### src/rtl/spi_master_arbiter.sv
// Two-requester round-robin front end for a single SPI master driver.
// All outputs are registered; each pulse appears the cycle after the FSM step that produces it.
module spi_master_arbiter #(
    parameter int START_TIMEOUT = 4
) (
    input  logic       clk_i,
    input  logic       rst_i,
    input  logic [1:0] req_bi,
    input  logic [7:0] tx0_bi,
    input  logic [7:0] tx1_bi,
    output logic [1:0] ack_bo,
    output logic [1:0] done_bo,
    output logic [7:0] rx_data_bo,
    output logic       err_o,
    output logic       start_o,
    output logic [7:0] data_bo,
    input  logic       busy_i,
    input  logic [7:0] data_bi
);

    localparam int CW = (START_TIMEOUT < 1) ? 1 : $clog2(START_TIMEOUT + 1);

    typedef enum logic [2:0] {IDLE, START, WAIT_BUSY, XFER, DONE} state_t;

    state_t          state_q, state_d;
    logic [1:0]      ack_q, ack_d, done_q, done_d;
    logic            err_q, err_d, start_q, start_d;
    logic [7:0]      data_q, data_d, rx_q, rx_d;
    logic [CW-1:0]   cnt_q, cnt_d;
    logic            last_q, last_d, gnt_q, gnt_d, tmo_q, tmo_d;
    logic            nxt_gnt;

    // Contention goes to whoever did not win last; a lone requester always wins.
    assign nxt_gnt = (req_bi == 2'b11) ? ~last_q : req_bi[1];

    always_comb begin
        state_d = state_q;
        ack_d   = 2'b00;
        done_d  = 2'b00;
        err_d   = 1'b0;
        start_d = 1'b0;
        data_d  = data_q;
        rx_d    = rx_q;
        cnt_d   = cnt_q;
        last_d  = last_q;
        gnt_d   = gnt_q;
        tmo_d   = tmo_q;
        case (state_q)
            IDLE: begin
                if (req_bi != 2'b00) begin
                    gnt_d   = nxt_gnt;
                    data_d  = nxt_gnt ? tx1_bi : tx0_bi;
                    ack_d   = nxt_gnt ? 2'b10 : 2'b01;
                    tmo_d   = 1'b0;
                    state_d = START;
                end
            end
            START: begin
                start_d = 1'b1;
                cnt_d   = '0;
                state_d = WAIT_BUSY;
            end
            WAIT_BUSY: begin
                if (busy_i) begin
                    state_d = XFER;
                end else if (cnt_q == CW'(START_TIMEOUT)) begin
                    tmo_d   = 1'b1;
                    state_d = DONE;
                end else begin
                    cnt_d = cnt_q + 1'b1;
                end
            end
            XFER: begin
                if (!busy_i) begin
                    rx_d    = data_bi;
                    state_d = DONE;
                end
            end
            DONE: begin
                done_d  = gnt_q ? 2'b10 : 2'b01;
                err_d   = tmo_q;
                last_d  = gnt_q;
                state_d = IDLE;
            end
            default: state_d = IDLE;
        endcase
    end

    always_ff @(posedge clk_i or negedge rst_i) begin
        if (!rst_i) begin
            state_q <= IDLE;
            ack_q   <= 2'b00;
            done_q  <= 2'b00;
            err_q   <= 1'b0;
            start_q <= 1'b0;
            data_q  <= 8'h00;
            rx_q    <= 8'h00;
            cnt_q   <= '0;
            last_q  <= 1'b1;
            gnt_q   <= 1'b0;
            tmo_q   <= 1'b0;
        end else begin
            state_q <= state_d;
            ack_q   <= ack_d;
            done_q  <= done_d;
            err_q   <= err_d;
            start_q <= start_d;
            data_q  <= data_d;
            rx_q    <= rx_d;
            cnt_q   <= cnt_d;
            last_q  <= last_d;
            gnt_q   <= gnt_d;
            tmo_q   <= tmo_d;
        end
    end

    assign ack_bo     = ack_q;
    assign done_bo    = done_q;
    assign err_o      = err_q;
    assign start_o    = start_q;
    assign data_bo    = data_q;
    assign rx_data_bo = rx_q;

endmodule

### config.mk
export PLATFORM = sky130hd
export DESIGN_NAME = spi_master_arbiter
export DESIGN_NICKNAME = d
export VERILOG_FILES = /design/src/rtl/spi_master_arbiter.sv
export SDC_FILE = /design/constraint.sdc
export NUM_CORES = 1
export LEC_CHECK = 0
export CORE_ASPECT_RATIO = 1.5
export CORE_UTILIZATION = 30
export DETAILED_ROUTE_END_ITERATION = 10
export GPL_ROUTABILITY_DRIVEN = 1
export SLEW_MARGIN = 20
export SYNTH_ARGS = -nofsm -noshare
export SYNTH_HDL_FRONTEND = slang
export SYNTH_SLANG_ARGS = --single-unit
### constraint.sdc
create_clock -name clk_i -period 1.3 [get_ports clk_i]
set_input_delay 0.39 -clock clk_i [delete_from_list [all_inputs] [get_ports clk_i]]
set_output_delay 0.39 -clock clk_i [all_outputs]
set_load 0.02 [all_outputs]
# ---- Word level (Yosys, flattened, before mapping)
# Cells that the tools add are included.
dict set report word_totals {
  ff_bits 31
  latch_bits 0
  ram_bits 0
  mem_bits_ro 0
  in_bits 29
  n_memories 0
}
dict set report classes {
  n_addsub 1
  multipliers 0
  div_mod_pow 0
  magnitude_cmp 0
  eq_ne 12
  shifts 0
  n_mux 21
  bitwise_logic 2
  reduce_logical 9
}
# operator n
set op_table {}
lappend op_table {{2-to-1 mux 3 bit} 6}
lappend op_table {{one-hot mux 3 bit (4 select lines)} 1}
lappend op_table {{2-to-1 mux 2 bit} 5}
lappend op_table {{!= test 2 bit (second input constant)} 5}
lappend op_table {{2-to-1 mux 8 bit} 1}
lappend op_table {{== test 3 x 2 -> 1 bit (second input constant)} 2}
lappend op_table {{== test 3 bit (second input constant)} 2}
lappend op_table {{2-to-1 mux 1 bit} 6}
lappend op_table {{one-hot mux 3 bit (2 select lines)} 1}
lappend op_table {{AND reduction 3 bit} 2}
lappend op_table {{nonzero test 2 bit} 3}
lappend op_table {{AND reduction 2 bit} 2}
lappend op_table {{AND reduction 4 bit} 1}
lappend op_table {{adder 3 x 1 -> 3 bit (second input constant)} 1}
lappend op_table {{== test 3 x 1 -> 1 bit (second input constant)} 1}
lappend op_table {{zero test 3 bit} 1}
lappend op_table {{!= test 3 bit (second input constant)} 1}
lappend op_table {{== test 2 bit (second input constant)} 1}
lappend op_table {{NOT 1 bit} 2}
lappend op_table {{one-hot mux 1 bit (2 select lines)} 1}

# ---- Logic depth before layout (Yosys ltp)
dict set report depth {
  depth_word 5
  ltp_mapped 5
}

# ---- Least setup slack after synthesis
# No wires, ideal clock.
dict set report synth_path {
  path_kind {register -> register}
  startpoint {register state_q[1]}
  endpoint {register data_q[0], in the netlist data_bo[0]}
  setup_ns 0.067
  arrival_time_ns 1.267
  path_slack_ns -0.035
  stages_incl_launch_ff 6
  n_path_buf 2
  synth_period_minus_slack_ns 1.335
  path_cell_list {dfrtp_1 > buf_6 > or3_1 > buf_6 > nor3_2 > a221o_1}
}
dict set report synth_via {
  elab_chain_cells 2
}
# element line_no
set synth_lines {}
lappend synth_lines {{start, declared} 25} ;# state_t state_q, state_d;
lappend synth_lines {{start signal, assigned} 103} ;# state_q <= state_d;
lappend synth_lines {{zero test 3 bit} 48} ;# case (state_q)
lappend synth_lines {{AND reduction 2 bit (no source line)} -}
lappend synth_lines {{end signal, assigned} 108} ;# data_q <= data_d;
lappend synth_lines {{end, declared} 28} ;# logic [7:0] data_q, data_d, rx_q, rx_d;
# Every way passes these cells.
# A chain may end at the register's enable or synchronous reset.

# ---- Worst setup path in the final report
dict set report layout_path {
  startpoint {register state_q[1]}
  endpoint {register data_q[1], in the netlist data_bo[1]}
}
# The elaborated chain is that of the path after synthesis.

==> run metrics <==
outcome=complete, but fails checks; failing checks=design-rule violations, negative setup slack; WP data arrival=1.59 ns; Final min period=1.37 ns; r2r setup slk=-0.07 ns; met3 usage=5.39%; GR peak layer=met2; utilization after layout=52.7%; Die X=57.1 microns; worst-margin pin slew=0.230 ns; die area=4830 sq um; Initial Utilization=31.9%; Reg clk slew, reported paths=0.06 ns; Routed Wire Length=3.70 mm; Via Count=1201; synth unique cells=28; synthesized area=1370 sq um; Power Density=2290 nW/um^2; crit end category=register; All-Layer GR Usage=16.4%; final worst setup slack=-0.0704 ns; TritonCTS clock tree=built; type of origin of the critical path=register; sequential share of power=31.7%; MaxCap Viol Count=0; H-tree Lvls=2; CP Data Required Time=1.52 ns; LEAKAGE=1.08 nW; initial DRC count=41; met1 Use GR=17.7%; logic gate share of total power=54.4%; Ys Warns=0; wire per inst=15.5 microns; Ports=51; commonest non-fill, non-tap cell in the layout=dfrtp_1; post-route cell area=2260 sq um; HP Class=reg -> reg; Switching Fraction=38.9%; Root Buffer=clkbuf_8; most common flop cell mapped by yosys=dfrtp_1; TritonCTS Buffers=5; Fin. Hold Viols=0; VDD IR max=0.879 mV; Clock power frac=13.9%; pin count of the biggest net entering global routing=32; Net Switching=2.01 mW; final max-slew violation count=0; setup TNS=-0.827 ns; drt pass-1 iters=7; Post-synth EDFFs=0; FMAX=730 MHz; vias in the first global route=1351; Mapped Cells=114; # diodes=0; RSZ-0062 raised after global routing=true; initial antenna violation count=0; Residual DRC=10; CTS sink count=31; chip height=84.6 microns; I/O Buffers=50; global-route congestion overflow total=0; Slew Limit Headroom=84.4%; core area=4280 sq um; ys async rst share=100%; Layout Nets=223; RePlAce Congestion=0.784; met2 GRT Util=28.8%; Clk Latency, worst-skew pair=0.28 ns; Cell Area, Placed=2070 sq um; CP max FO=5; Post-Syn Area per Cell=12.0 sq um; net count after synthesis=145; Detailed Place HPWL=2.45 mm; endpoints failing setup=17; Rows=29; Area Growth Syn to Fin=65.4%; via-per-instance ratio=5.03; flops & latches, synth=31; most frequent cells in the layout=dfrtp_1 (29), clkdlybuf4s50_1 (26), buf_2 (22); share of cells above drive strength 1=49.2%; pre-CTS setup slack=-0.518 ns; Layout Skew=0.00543 ns; Bufs on Longest Clock Path=2; final worst-path cycle share=105%; Final ANT Viol Nets=0; sequential area share after synthesis=56.9%; Cell Int Power=3.15 mW; Setup CP Type=reg -> reg; first-pass GRT wire length=6.08 mm
## stage by stage
| step | hold WS [ns] | std cells | power, mW |
|---|---|---|---|
| after global routing | 0.474 | 239 | 5.51 |
| final | 0.453 | 239 | 5.16 |
| after detailed placement | 0.454 | 226 | 4.16 |
| after global placement | 0.441 | 226 | 4.07 |
| after floorplan | 0.0944 | 114 | 2.96 |
| after CTS | 0.454 | 239 | 5.02 |
## Yosys cell counts (3+ instances only)
cell type / number / area share, %
and3_1: 3 / 1.4
nand2_1: 14 / 3.8
o21ai_0: 3 / 1.1
clkbuf_1: 3 / 0.82
nor3_1: 3 / 1.1
nor2_1: 7 / 1.9
mux2_2: 7 / 5.8
a221o_1: 8 / 5.9
dfrtp_1: 30 / 55
nor3_2: 8 / 5.9
inv_1: 3 / 0.82
## cell families (layout without fill, tap and decap cells)
kind of cell,Yosys count,after routing,share of synthesized area (%)
AO/OA/AOI/OAI,20,20,11.6
adder cells (fa/ha/maj),2,2,1.83
buffers and inverters,9,88,3.67
flip-flops,31,31,56.9
multiplexers,10,10,8.07
AND/OR/NAND/NOR,42,42,17.9
## cell type report
| class | instances | area [sq um] |
|---|---|---|
| clock buffers | 5 | 68.8 |
| clock inverters | 3 | 15.0 |
| fillers | 382 | 2020 |
| inverters | 3 | 11.3 |
| multi-input cells | 74 | 693 |
| flip-flops and latches | 31 | 778 |
| well taps | 46 | 57.6 |
| repair buffers | 77 | 634 |
## layer usage
layer  share of wire, %  vias up
met2                 54       29
met3                5.0        8
met1                 39      601
met5                  0        -
met4                2.4        0
li1                   -      563
## worst max-delay path, cell delays in order, from the launching register on
cell and delay (ns):
dfrtp_1 0.40, buf_6 0.13, or3_4 0.38, buf_6 0.16, nor3_2 0.11, a221o_1 0.13
## worst paths after layout
path,from,endpoint,depth (start not counted)
min in group asynchronous,rst_i,gnt_q$_DFFE_PN0P_,2
max in group asynchronous,rst_i,last_q$_DFFE_PN1N_,2
worst max-delay path,state_q[1]$_DFFE_PN0P_,data_bo[1]$_DFFE_PN0P_,5
worst min register to register,gnt_q$_DFFE_PN0P_,done_bo[0]$_DFF_PN0_,1
worst max register to register,state_q[1]$_DFFE_PN0P_,data_bo[1]$_DFFE_PN0P_,5
worst min-delay path,gnt_q$_DFFE_PN0P_,done_bo[0]$_DFF_PN0_,1
## power by group through the flow
stage	Clock, mW	Sequential, mW	Combinational (mW)
after floorplan	0	1.97	0.993
after global placement	0	1.62	2.46
after detailed placement	0	1.63	2.53
after CTS	0.744	1.63	2.64
after global routing	0.796	1.69	3.02
final	0.720	1.64	2.81
## registers in the layout (all words and copies together), names as in the netlist
signal and cells:
state_q 3, last_q 1, start_o 1, cnt_q 3
data_bo 8, rx_data_bo 8, gnt_q 1, err_o 1
done_bo 2, ack_bo 2, tmo_q 1
## what timing repair did
action	4_1_cts	5_1_grt
hold endpoints to repair	0	0
gates resized for setup	108	28
endpoints found under the setup margin	44	30
gates cloned	2	0
hold buffers	0	0
setup buffers	3	0
pin swaps	10	1
Power figures use the tool's default switching activity.
